===== config.mk =====
export PLATFORM = sky130hd
export DESIGN_NAME = fsmc_master
export DESIGN_NICKNAME = d
export VERILOG_FILES = /design/src/rtl/fsmc_pkg.sv /design/src/rtl/fsmc_phase_cnt.sv /design/src/rtl/fsmc_master.sv
export SDC_FILE = /design/constraint.sdc
export NUM_CORES = 1
export LEC_CHECK = 0
export BUFFER_PORTS_ARGS = -buffer_cell sky130_fd_sc_hd__buf_2
export CORE_ASPECT_RATIO = 1.2
export CORE_MARGIN = 4
export CORE_UTILIZATION = 55
export CTS_CLUSTER_DIAMETER = 200
export DETAILED_ROUTE_END_ITERATION = 8
export PLACE_DENSITY_LB_ADDON = 0.15
export SLEW_MARGIN = 20
export SYNTH_ARGS = -nofsm -noshare
export SYNTH_HDL_FRONTEND = slang
export SYNTH_SLANG_ARGS = --single-unit
export TNS_END_PERCENT = 50

===== constraint.sdc =====
create_clock -name clk -period 5.58 [get_ports clk]
set_input_delay 0.558 -clock clk [delete_from_list [all_inputs] [get_ports clk]]
set_output_delay 0.558 -clock clk [all_outputs]
set_load 0.01 [all_outputs]

===== src/rtl/fsmc_pkg.sv =====
// Shared FSMC master definitions: FSM state encoding, default phase timings,
// well-known bus addresses and the timing-parameter range check.
package fsmc_pkg;

    typedef enum logic [2:0] {
        IDLE  = 3'd0,
        ADDR  = 3'd1,
        AHOLD = 3'd2,
        TURN  = 3'd3,
        DATA  = 3'd4,
        DHOLD = 3'd5,
        GAP   = 3'd6
    } fsmc_state_t;

    localparam int T_ADDSET_DEF = 5;
    localparam int T_ADDHLD_DEF = 1;
    localparam int T_TURN_DEF   = 2;
    localparam int T_DATAST_DEF = 10;
    localparam int T_DHLD_DEF   = 3;
    localparam int T_GAP_DEF    = 8;

    localparam logic [17:0] READ_STATE_ADDR = 18'h04000;
    localparam logic [17:0] INFO_BASE       = 18'h10000;

    // Every phase length must fit the 8-bit phase counter and be non-empty.
    function automatic bit t_ok(input int t);
        return (t >= 1) && (t <= 255);
    endfunction

endpackage


===== src/rtl/fsmc_phase_cnt.sv =====
// Phase timer: 8-bit down-counter loaded with (phase length - 1);
// done is high on the last cycle of the phase.
module fsmc_phase_cnt (
    input  logic       clk,
    input  logic       rst,
    input  logic       load,
    input  logic [7:0] load_val,
    output logic       done
);

    logic [7:0] cnt;

    always_ff @(posedge clk) begin
        if (rst)
            cnt <= 8'd0;
        else if (load)
            cnt <= load_val;
        else if (cnt != 8'd0)
            cnt <= cnt - 8'd1;
    end

    assign done = (cnt == 8'd0);

endmodule


===== src/rtl/fsmc_master.sv =====
// FSMC-style multiplexed AD bus master: one request at a time, fixed phase timing.
// Optional FSMC_MASTER_RDSYNC_EN: 2-flop ad_in synchronizer, read DATA phase +2 cycles.
module fsmc_master
    import fsmc_pkg::*;
#(
    parameter int T_ADDSET = T_ADDSET_DEF,
    parameter int T_ADDHLD = T_ADDHLD_DEF,
    parameter int T_TURN   = T_TURN_DEF,
    parameter int T_DATAST = T_DATAST_DEF,
    parameter int T_DHLD   = T_DHLD_DEF,
    parameter int T_GAP    = T_GAP_DEF
) (
    input  logic        clk,
    input  logic        rst,
    input  logic        req_valid,
    output logic        req_ready,
    input  logic        req_wr,
    input  logic [17:0] req_addr,
    input  logic [15:0] req_wdata,
    output logic        rsp_valid,
    output logic [15:0] rsp_rdata,
    output logic [17:0] ad_out,
    output logic        ad_oe,
    input  logic [17:0] ad_in,
    output logic        nadv,
    output logic        nwe,
    output logic        noe,
    output logic        busy
);

`ifdef FSMC_MASTER_RDSYNC_EN
    localparam int RD_EXTRA = 2;
    logic [15:0] ad_sync1, ad_sync2;
    always_ff @(posedge clk) begin
        if (rst) begin
            ad_sync1 <= 16'd0;
            ad_sync2 <= 16'd0;
        end else begin
            ad_sync1 <= ad_in[15:0];
            ad_sync2 <= ad_sync1;
        end
    end
    logic [15:0] ad_s;
    assign ad_s = ad_sync2;
`else
    localparam int RD_EXTRA = 0;
    logic [15:0] ad_s;
    assign ad_s = ad_in[15:0];
`endif

    // Upper AD bits only carry address; read data is 16 bits wide.
    logic unused_ad_hi;
    assign unused_ad_hi = ^ad_in[17:16];

    if (!t_ok(T_ADDSET) || !t_ok(T_ADDHLD) || !t_ok(T_TURN) ||
        !t_ok(T_DATAST) || !t_ok(T_DHLD) || !t_ok(T_GAP)) begin : g_bad_timing
        $error("fsmc_master: every T_* parameter must be in 1..255");
    end
    if (!t_ok(T_DATAST + RD_EXTRA)) begin : g_bad_datast
        $error("fsmc_master: T_DATAST too large for synchronized read phase");
    end

    fsmc_state_t state, nxt;
    logic        wr_q;
    logic [17:0] addr_q;
    logic [15:0] wdata_q;
    logic        done, load;
    logic [7:0]  load_val;

    fsmc_phase_cnt u_phase_cnt (
        .clk      (clk),
        .rst      (rst),
        .load     (load),
        .load_val (load_val),
        .done     (done)
    );

    // In IDLE the request fields are not latched yet, so look at them directly.
    logic        cur_wr;
    logic [17:0] cur_addr;
    logic [15:0] cur_wdata;
    assign cur_wr    = (state == IDLE) ? req_wr    : wr_q;
    assign cur_addr  = (state == IDLE) ? req_addr  : addr_q;
    assign cur_wdata = (state == IDLE) ? req_wdata : wdata_q;

    always_comb begin
        nxt = state;
        unique case (state)
            IDLE:    if (req_valid && req_ready) nxt = ADDR;
            ADDR:    if (done) nxt = AHOLD;
            AHOLD:   if (done) nxt = TURN;
            TURN:    if (done) nxt = DATA;
            DATA:    if (done) nxt = wr_q ? DHOLD : GAP;
            DHOLD:   if (done) nxt = GAP;
            GAP:     if (done) nxt = IDLE;
            default: nxt = IDLE;
        endcase
    end

    // The counter reloads with the incoming phase length on every state change.
    always_comb begin
        load     = (nxt != state);
        load_val = 8'd0;
        unique case (nxt)
            ADDR:    load_val = 8'(T_ADDSET - 1);
            AHOLD:   load_val = 8'(T_ADDHLD - 1);
            TURN:    load_val = 8'(T_TURN - 1);
            DATA:    load_val = wr_q ? 8'(T_DATAST - 1) : 8'(T_DATAST + RD_EXTRA - 1);
            DHOLD:   load_val = 8'(T_DHLD - 1);
            GAP:     load_val = 8'(T_GAP - 1);
            default: load_val = 8'd0;
        endcase
    end

    always_ff @(posedge clk) begin
        if (rst) begin
            state     <= IDLE;
            wr_q      <= 1'b0;
            addr_q    <= 18'd0;
            wdata_q   <= 16'd0;
            req_ready <= 1'b0;
            busy      <= 1'b0;
            nadv      <= 1'b1;
            nwe       <= 1'b1;
            noe       <= 1'b1;
            ad_oe     <= 1'b0;
            ad_out    <= 18'd0;
            rsp_valid <= 1'b0;
            rsp_rdata <= 16'd0;
        end else begin
            state <= nxt;
            if (state == IDLE && nxt == ADDR) begin
                wr_q    <= req_wr;
                addr_q  <= req_addr;
                wdata_q <= req_wdata;
            end
            // Outputs are registered from the next state so they line up with it.
            req_ready <= (nxt == IDLE);
            busy      <= (nxt != IDLE);
            nadv      <= (nxt != ADDR);
            nwe       <= !(cur_wr && (nxt == AHOLD || nxt == TURN || nxt == DATA));
            noe       <= !(!cur_wr && nxt == DATA);
            unique case (nxt)
                ADDR, AHOLD: begin
                    ad_oe  <= 1'b1;
                    ad_out <= cur_addr;
                end
                DATA, DHOLD: begin
                    ad_oe  <= cur_wr;
                    ad_out <= cur_wr ? {2'b00, cur_wdata} : 18'd0;
                end
                default: begin
                    ad_oe  <= 1'b0;
                    ad_out <= 18'd0;
                end
            endcase
            rsp_valid <= (state == DATA) && (nxt == GAP) && !wr_q;
            if (state == DATA && nxt == GAP && !wr_q)
                rsp_rdata <= ad_s;
        end
    end

endmodule


---- After elaboration in Yosys (flattened, before gate mapping) ----
Cells that the tools add are included.
storage, ports and cells
  input port bits ......................... 56
  word-level logic and storage cells ...... 67
  flip-flop bits (word level) ............. 87
  output and inout port bits .............. 41
operators by class
  reduce and logical (&&, ||, !) cells .... 20
  muxes and demuxes ....................... 18
  $add $sub $neg .......................... 1
  equality and inequality tests ........... 14
operator list
  cell                                                                      count
  18-bit one-hot mux with 2 select lines                                    1
  16-bit 2-to-1 mux                                                         2
  3-bit 2-to-1 mux                                                          7
  3-bit one-hot mux with 7 select lines                                     1
  4-bit one-hot mux with 5 select lines                                     1
  3-bit equality test (second input constant)                               6
  18-bit 2-to-1 mux                                                         1
  8-bit 2-to-1 mux                                                          2
  3-bit by 2-bit equality test with 1-bit output (second input constant)    4
  8-bit zero test                                                           1
  8-bit nonzero test                                                        1
  8-bit by 1-bit subtractor with 8-bit output (second input constant)       1
  3-bit by 1-bit equality test with 1-bit output (second input constant)    2
  1-bit logical AND                                                         6
  3-bit zero test                                                           2
  1-bit zero test                                                           4
  2-bit OR reduction                                                        2
  3-bit by 1-bit inequality test with 1-bit output (second input constant)  1
  3-bit inequality test                                                     1
  3-bit nonzero test                                                        1
  1-bit logical OR                                                          2
  2-bit 2-to-1 mux                                                          1
  1-bit one-hot mux with 2 select lines                                     1
  2-bit nonzero test                                                        1
  1-bit 2-to-1 mux                                                          1

---- Logic depth before layout (Yosys ltp) ----
Gate-level depths: netlist of the first run.
  depth in word-level cells ............... 8
  depth in mapped cells ................... 10
  depth with buffers taken out ............ 7

---- Hierarchy ----
From an unflattened synthesis of the first run, not the netlist that was laid out.
second synthesis, totals
  cell total of the unflattened synthesis .. 473
  area, all modules ....................... 4088.9 µm²
by module, submodules not included
  module          cells an instance  area each (µm²)  times used  seq. area each (µm²)
  fsmc_master     420                3613.5           1           1581.5
  fsmc_phase_cnt  53                 475.5            1           160.2

---- Worst setup path before layout of the first run ----
OpenSTA, ideal clock, no wires.
  path kind ............................... reg-to-reg
  from .................................... register u_phase_cnt.cnt[0]
  to ...................................... register ad_out[10]
  path slack .............................. 2.876 ns
  path buffers ............................ 3
  cell stages (with the launch flop) ...... 11
  required time ........................... 5.514 ns
  period minus slack after synthesis ...... 2.704 ns
  library setup time ...................... 0.066 ns
  arrival ................................. 2.638 ns
  cells stage by stage .................... dfxtp_1 inv_1 ha_1 or4b_1 buf_2 o211a_1 or3_4 or4_1 buf_2 buf_6 a21oi_2
between the ends
  word-level cells in the longest chain between the ends .. 6
  elaborated cells on any way between the ends .. 15
  those cells by class .................... eq/ne (4); mux (8); reduce/logical (3)
RTL lines
  what                                               RTL line              source
  start, declared                                    fsmc_phase_cnt.sv:11  logic [7:0] cnt;
  start signal, assigned                             fsmc_phase_cnt.sv:17  cnt <= load_val;
  start signal, assigned                             fsmc_phase_cnt.sv:19  cnt <= cnt - 8'd1;
  8-bit zero test *                                  fsmc_phase_cnt.sv:22  assign done = (cnt == 8'd0);
  3-bit 2-to-1 mux, or another cell as far along     fsmc_master.sv:95     GAP: if (done) nxt = IDLE;
  3-bit one-hot mux with 7 select lines *            fsmc_master.sv:88     unique case (state)
  3-bit equality test, or another cell as far along  fsmc_master.sv:143    unique case (nxt)
  2-bit OR reduction                                 fsmc_master.sv:143
  18-bit one-hot mux with 2 select lines *           fsmc_master.sv:143
  end signal, assigned                               fsmc_master.sv:146    ad_out <= cur_addr;
  end signal, assigned                               fsmc_master.sv:150    ad_out <= cur_wr ? {2'b00, cur_wdata} : 18'd0;
  end, declared                                      fsmc_master.sv:22     output logic [17:0] ad_out,
Every way passes the cells marked *; elsewhere a longest branch is shown, timed or not.
A chain may end at the register's enable or synchronous reset.

---- Final worst setup path of the first run ----
  from .................................... register u_phase_cnt.cnt[0]
  to ...................................... register ad_out[0]
The elaborated chain is that of the path after synthesis.

==> impl_metrics.yaml, run 1 <==
worst_setup_path:
  cp_top_family: "simple AND/OR/NAND/NOR gates"
  crit_path_end_kind: "register"
  crit_type: "reg -> reg"
  slowest_delay_ns: 0.76
  cp_cell_sequence: "inv_1, ha_1, nor4b_2, nand2_1, o311ai_2, or4_1, a21oi_1"
  crit_fanout: 16
  worst-path-buf-inv: 1
  startpoint_type: "register"
  critPathRequiredTime_ns: 5.78
  crit_slowest_cell: "or4_1"
  cp.arrival_ns: 3.49
timing:
  final-hold-violation-count: 0
  finalClockSkew_ns: 0.00932
  rsz0062_at_grt: "false"
  fmax_mhz: 304
  setup_tns_ns: 0
  slew_headroom_pct: 40.3
  finalMaxSlewViolations: 0
  final-setup-viol-count: 0
  fin_crit_sh_pct: 59.0
  period_needed_ns: 3.29
  worst_pin_slew_ns: 0.895
clock_tree:
  clockBufferDepth: 2
  cts-resized-gates: 0
  cts_tree: "built"
  cts_root_buf: "clkbuf_8"
  clk_pin_slew_ns: 0.09
  numCtsBuffers: 9
  postCtsSetupBuffers: 0
  clk_latency_ns: 0.35
  h-tree-depth: 3
  cts_sinks: 87
  holdBufCountCts: 0
global_routing:
  grt_pass1_vias: 3261
  grt_start_max_net_pins: 68
  antenna_found_initial: 0
  grt_pass1_wl_um: 14600
  grt_usage_pct: 21.4
  grt_remaining_overflow: 0
floorplan:
  initial_utilization_pct: 57.2
  rows: 32
  io-pin-count: 97
  coreArea_sq_um: 6530
  die_h_um: 98.2
  die_area_sq_um: 8170
  die_w_um: 83.2
run:
  drv_cap: 0
route:
  ant_nets: 0
  drt_wl_total_um: 8730
  drt-vias-per-instance: 5.55
  drt-initial-drc-count: 230
  drc_errors: 0
  vias: 3257
  firstDrtPassIters: 4
  wl_per_cell_um: 14.9
logic_synthesis:
  ys_seq_elements: 87
  synth-warning-count: 0
  synth_edf_count: 0
  synth_area_sq_um: 3730
  ys.flop_type: "dfxtp_1"
  async_reset_ff_share_pct: 0
  syn_avg_cell_area_sq_um: 8.95
  yosysSeqAreaShare_pct: 46.7
  synth_cell_types: 46
  synthCells: 417
  synth_nets: 474
layout:
  multi_input_area_sq_um: 1850
  final_common_cell: "buf_2"
  layout.nets: 554
  drive_gt1_share_pct: 26.1
  filler_cell_count: 555
  syn_to_final_growth_pct: 18.9
  ff_latch_area_sq_um: 1740
  layout.cells.most_common_list: "94 x buf_2, 87 x dfxtp_1, 74 x nand2_1, 51 x mux2i_1, 48 x a21oi_1"
  antennaDiodeCount: 0
placement:
  place_hpwl_um: 5590
  finalWeightedCongestion: 0.779
  portBuffers: 94
pwr:
  peakVddDrop_mv: 0.358
  p_leak_uw: 0.00211
  powerDensity_nw_per_um2: 522
  power_uw: 2320
status:
  status: "finished, final reports clean"
hold_path:
  hp-class: "in -> reg"
-- path summary, 6_finish.rpt --
check / slack, ns / startpoint / depth (start not counted) / endpoint
worst max-delay path: 2.29 / u_phase_cnt.cnt[0] / 7 / ad_out[0]
worst min-delay path: 0.43 / ad_in[15] / 3 / rsp_rdata[15]
worst max register to register: 2.29 / u_phase_cnt.cnt[0] / 7 / ad_out[0]
worst min register to register: 0.46 / wdata_q[15] / 2 / wdata_q[15]
-- synth_stat cells (all sizes together) (2+ instances only) --
cell type	number	share of area (%)
a211oi	2	0.40
a21oi	58	8.8
a31oi	2	0.34
and2	5	0.84
buf	8	1.1
clkbuf	23	2.3
dfxtp	87	47
inv	4	0.40
mux2i	51	14
nand2	74	7.4
nand3	7	0.94
nor2	28	2.8
nor2b	2	0.34
nor3	13	1.7
o211a	2	0.54
o21a	2	0.40
o21ai	5	0.67
o22a	16	3.8
or3	2	0.47
or4	2	0.40
xor2	4	0.94
-- power by group --
group	leakage (uW)	switching, uW	internal, uW	total (uW)
logic	0.00130	621	428	1050
registers	0.000706	79.1	732	811
clock network	0.000102	233	224	458
total	0.00211	933	1380	2320
-- cells by family after synthesis --
kind of cell               after synthesis  synth area share, %
buffers and inverters                   35                 3.82
and+or+nand+nor                        141                 16.8
muxes                                   51                 13.7
adders and majority gates                1                0.335
DFF                                     87                 46.7
xor gates and xnor gates                 5                 1.17
AOI/OAI and AO/OA                       97                 17.6
-- cell type report --
| cell class | count | share of cell area [%] |
|---|---|---|
| clock buffers | 11 | 3.18 |
| clock inverters | 5 | 1.49 |
| inverters | 4 | 0.338 |
| multi-input cells | 295 | 41.7 |
| flip-flops and latches | 87 | 39.2 |
| well taps | 85 | 2.40 |
| repair buffers | 100 | 11.6 |
-- registers in the layout, indices dropped and copies added, names as in the netlist --
name / flops
ad_oe: 1
req_ready: 1
u_phase_cnt.cnt: 8
rsp_valid: 1
rsp_rdata: 16
ad_out: 18
state: 3
nwe: 1
wr_q: 1
addr_q: 18
busy: 1
wdata_q: 16
nadv: 1
noe: 1
-- through the flow --
stage                     cells  setup WS, ns  area (sq um)  utilization, %  hold WS [ns]
after global routing        587          2.09          4440            68.0         0.430
after detailed placement    571          2.38          4230            64.8         0.446
after global placement      571          2.44          4230            64.8         0.441
final                       587          2.29          4440            68.0         0.433
after CTS                   587          2.31          4440            68.0         0.429
after floorplan             417          2.88          3730               -         0.436
-- worst register-to-register path: stages, from the launching register on --
cell	delay (ns)
dfxtp_1	0.35
inv_1	0.07
ha_1	0.20
nor4b_2	0.58
nand2_1	0.35
o311ai_2	0.65
or4_1	0.76
a21oi_1	0.17
-- routing by layer --
layer	vias to the layer above	global-route usage [%]	share of wire [%]
li1	1614	-	-
met2	101	38.8	50
met1	1536	25.2	43
met5	-	0	0
met4	0	5.53	0.56
met3	6	5.32	5.8
(Power assumes the default switching activity.)
==> run 2, diff against run 1 <==
--- a/config.mk
+++ b/config.mk
@@ -5,10 +5,11 @@
 export SDC_FILE = /design/constraint.sdc
 export NUM_CORES = 1
 export LEC_CHECK = 0
+export ABC_AREA = 1
 export BUFFER_PORTS_ARGS = -buffer_cell sky130_fd_sc_hd__buf_2
 export CORE_ASPECT_RATIO = 1.2
 export CORE_MARGIN = 4
-export CORE_UTILIZATION = 55
+export CORE_UTILIZATION = 53
 export CTS_CLUSTER_DIAMETER = 200
 export DETAILED_ROUTE_END_ITERATION = 8
 export PLACE_DENSITY_LB_ADDON = 0.15
==> constraint.sdc (replaced) <==
create_clock -name clk -period 3.1 [get_ports clk]
set_input_delay 0.31 -clock clk [delete_from_list [all_inputs] [get_ports clk]]
set_output_delay 0.31 -clock clk [all_outputs]
set_load 0.01 [all_outputs]
==> run 2 against run 1 <==
  * Power increased by 61%
  * Cell area increased by 1.1%
  * Wire length increased by 4.3%
==> impl_metrics.yaml, run 2 <==
layout:
  syn_to_final_growth_pct: 17.4
  antennaDiodeCount: 0
  reg_top3: "ad_out: 18 flops, addr_q: 18 flops"
  final_common_cell: "nor2_1"
  drive_gt1_share_pct: 22.8
  layout.nets: 654
  layout.cells.most_common_list: "99 x nor2_1, 94 x buf_2, 87 x dfxtp_1, 84 x nand2_1, 51 x inv_1"
logic_synthesis:
  synth_cell_types: 32
  syn_avg_cell_area_sq_um: 7.41
  yosysSeqAreaShare_pct: 45.6
  synthTopCellsByArea: "dfxtp_1 46%, nor2_1 9.7%, a211oi_1 9.6%, nand2_1 8.2%, o21ai_0 5.6%"
  ys_top_cells_by_count: "99 x nor2_1, 87 x dfxtp_1, 84 x nand2_1"
  synth-warning-count: 0
  ys_seq_elements: 87
  synth_nets: 573
  synth_area_sq_um: 3820
  yosys.cell_count.top_type: "nor2_1"
  ys.flop_type: "dfxtp_1"
  synth_top_area_cell: "dfxtp_1"
  yosysTopAreaCellShare_pct: 45.6
  synth_edf_count: 0
  synthCells: 516
  async_reset_ff_share_pct: 0
placement:
  portBuffers: 94
  finalWeightedCongestion: 0.885
  place_hpwl_um: 6350
floorplan:
  rows: 33
  coreArea_sq_um: 6940
  initial_utilization_pct: 55.1
  die_area_sq_um: 8640
  die_w_um: 85.5
  die_h_um: 101
  io-pin-count: 97
worst_setup_path:
  slowest_delay_ns: 0.32
  cp.arrival_ns: 2.53
  crit_path_end_kind: "register"
  cp_cell_sequence: "inv_1, ha_1, nand2_2, nor2_8, inv_2, nand3_1, nand3_2, inv_2, nand3_2, nand2_2, nand2_1, a21oi_1"
  ff2ff_path_depth: 12
  startpoint_type: "register"
  crit_slowest_cell: "dfxtp_1"
  critPathRequiredTime_ns: 3.38
  crit_fanout: 17
  crit_type: "reg -> reg"
clock_tree:
  holdBufCountCts: 0
  clockBufferDepth: 2
  cts_root_buf: "clkbuf_8"
  h-tree-depth: 3
  cts_tree: "built"
  clk_pin_slew_ns: 0.09
  cts-resized-gates: 0
  numCtsBuffers: 9
  clk_latency_ns: 0.35
  cts_sinks: 87
  postCtsSetupBuffers: 0
pwr:
  powerDensity_nw_per_um2: 832
  peakVddDrop_mv: 0.522
  p_leak_uw: 0.00201
  power_uw: 3740
run:
  drv_cap: 0
timing:
  slew_headroom_pct: 53.7
  final-hold-violation-count: 0
  fin_crit_sh_pct: 72.7
  worst_pin_slew_ns: 0.693
  setup_tns_ns: 0
  fmax_mhz: 444
  finalMaxSlewViolations: 0
  final-setup-viol-count: 0
  rsz0062_at_grt: "false"
  period_needed_ns: 2.25
  finalClockSkew_ns: 0.0105
hold_path:
  min_path_cells: 3
  hp-class: "in -> reg"
global_routing:
  grt_usage_pct: 21.7
  grt_start_max_net_pins: 73
  grt_pass1_wl_um: 15200
  grt_pass1_vias: 3382
  grt_remaining_overflow: 0
  antenna_found_initial: 1
route:
  drt-vias-per-instance: 5.18
  drt_wl_total_um: 9100
  wl_per_cell_um: 13.2
  drc_errors: 0
  ant_nets: 0
  drt-initial-drc-count: 134
  firstDrtPassIters: 5
  vias: 3571
status:
  status: "finished, final reports clean"
==> run 2: changes by cell type after synthesis, sizes merged, moves of 5 or more <==
cell and change:
nor2 +75, nand2 +18, inv +51, mux2i -51, and2 -5, nor3 -8, a211oi +47, a21oi -35
nand3 +8, o21ai +42, o22a -16
==> run 2: final cells by class <==
class / count / area (sq um)
multi-input cells: 345 / 1750
flip-flops and latches: 87 / 1740
inverters: 55 / 206
clock inverters: 4 / 30.0
fillers: 668 / 2450
clock buffers: 12 / 145
repair buffers: 99 / 508
well taps: 87 / 109
==> run 2: report_power, final <==
part,switching [uW],internal (uW)
Sequential,95.1,1370
Combinational,1030,519
Clock,401,317
Total,1530,2210
==> run 2: cell families after synthesis <==
| group | after synthesis | share of synthesized area [%] |
|---|---|---|
| buffers and inverters | 84 | 8.71 |
| DFF | 87 | 45.6 |
| AOI/OAI and AO/OA | 119 | 19.1 |
| xor gates and xnor gates | 5 | 1.15 |
| adders and majority gates | 1 | 0.327 |
| and+or+nand+nor | 220 | 25.2 |
==> run 2: layer usage <==
layer | part of all wire [%] | vias up | track usage [%] | routed length, um
li1 | - | 1843 | - | -
met1 | 42 | 1628 | 25.8 | 3790
met2 | 50 | 84 | 38.3 | 4590
met3 | 6.1 | 14 | 5.31 | 553
met4 | 1.7 | 2 | 7.06 | 157
met5 | 0.13 | - | 0 | 12
==> run 2: path summary, 6_finish.rpt <==
path                                 endpoint                from  slack, ns
worst max-delay path                ad_out[8]  u_phase_cnt.cnt[0]       0.85
worst min-delay path            rsp_rdata[11]           ad_in[11]       0.21
worst max register to register      ad_out[8]  u_phase_cnt.cnt[0]       0.85
worst min register to register     addr_q[17]          addr_q[17]       0.46
==> run 2: through the flow <==
step	hold WS, ns	std cells	util (%)	area, sq um	worst slack, ns
3_5_place_dp	0.445	673	62.2	4310	0.856
5_1_grt	0.213	689	64.7	4490	0.591
3_3_place_gp	0.440	673	62.2	4310	0.916
2_1_floorplan	0.429	516	-	3820	1.24
6_report	0.211	689	64.7	4490	0.847
4_1_cts	0.204	689	64.7	4490	0.845
==> run 2: worst max-delay path, delay by kind of cell, from the launching register on <==
kind	cells	cell delay [ns]
buffers and inverters	3	0.34
AND/OR/NAND/NOR	7	1.11
AO/OA/AOI/OAI	1	0.16
adder cells (fa/ha/maj)	1	0.24
flip-flops	1	0.32
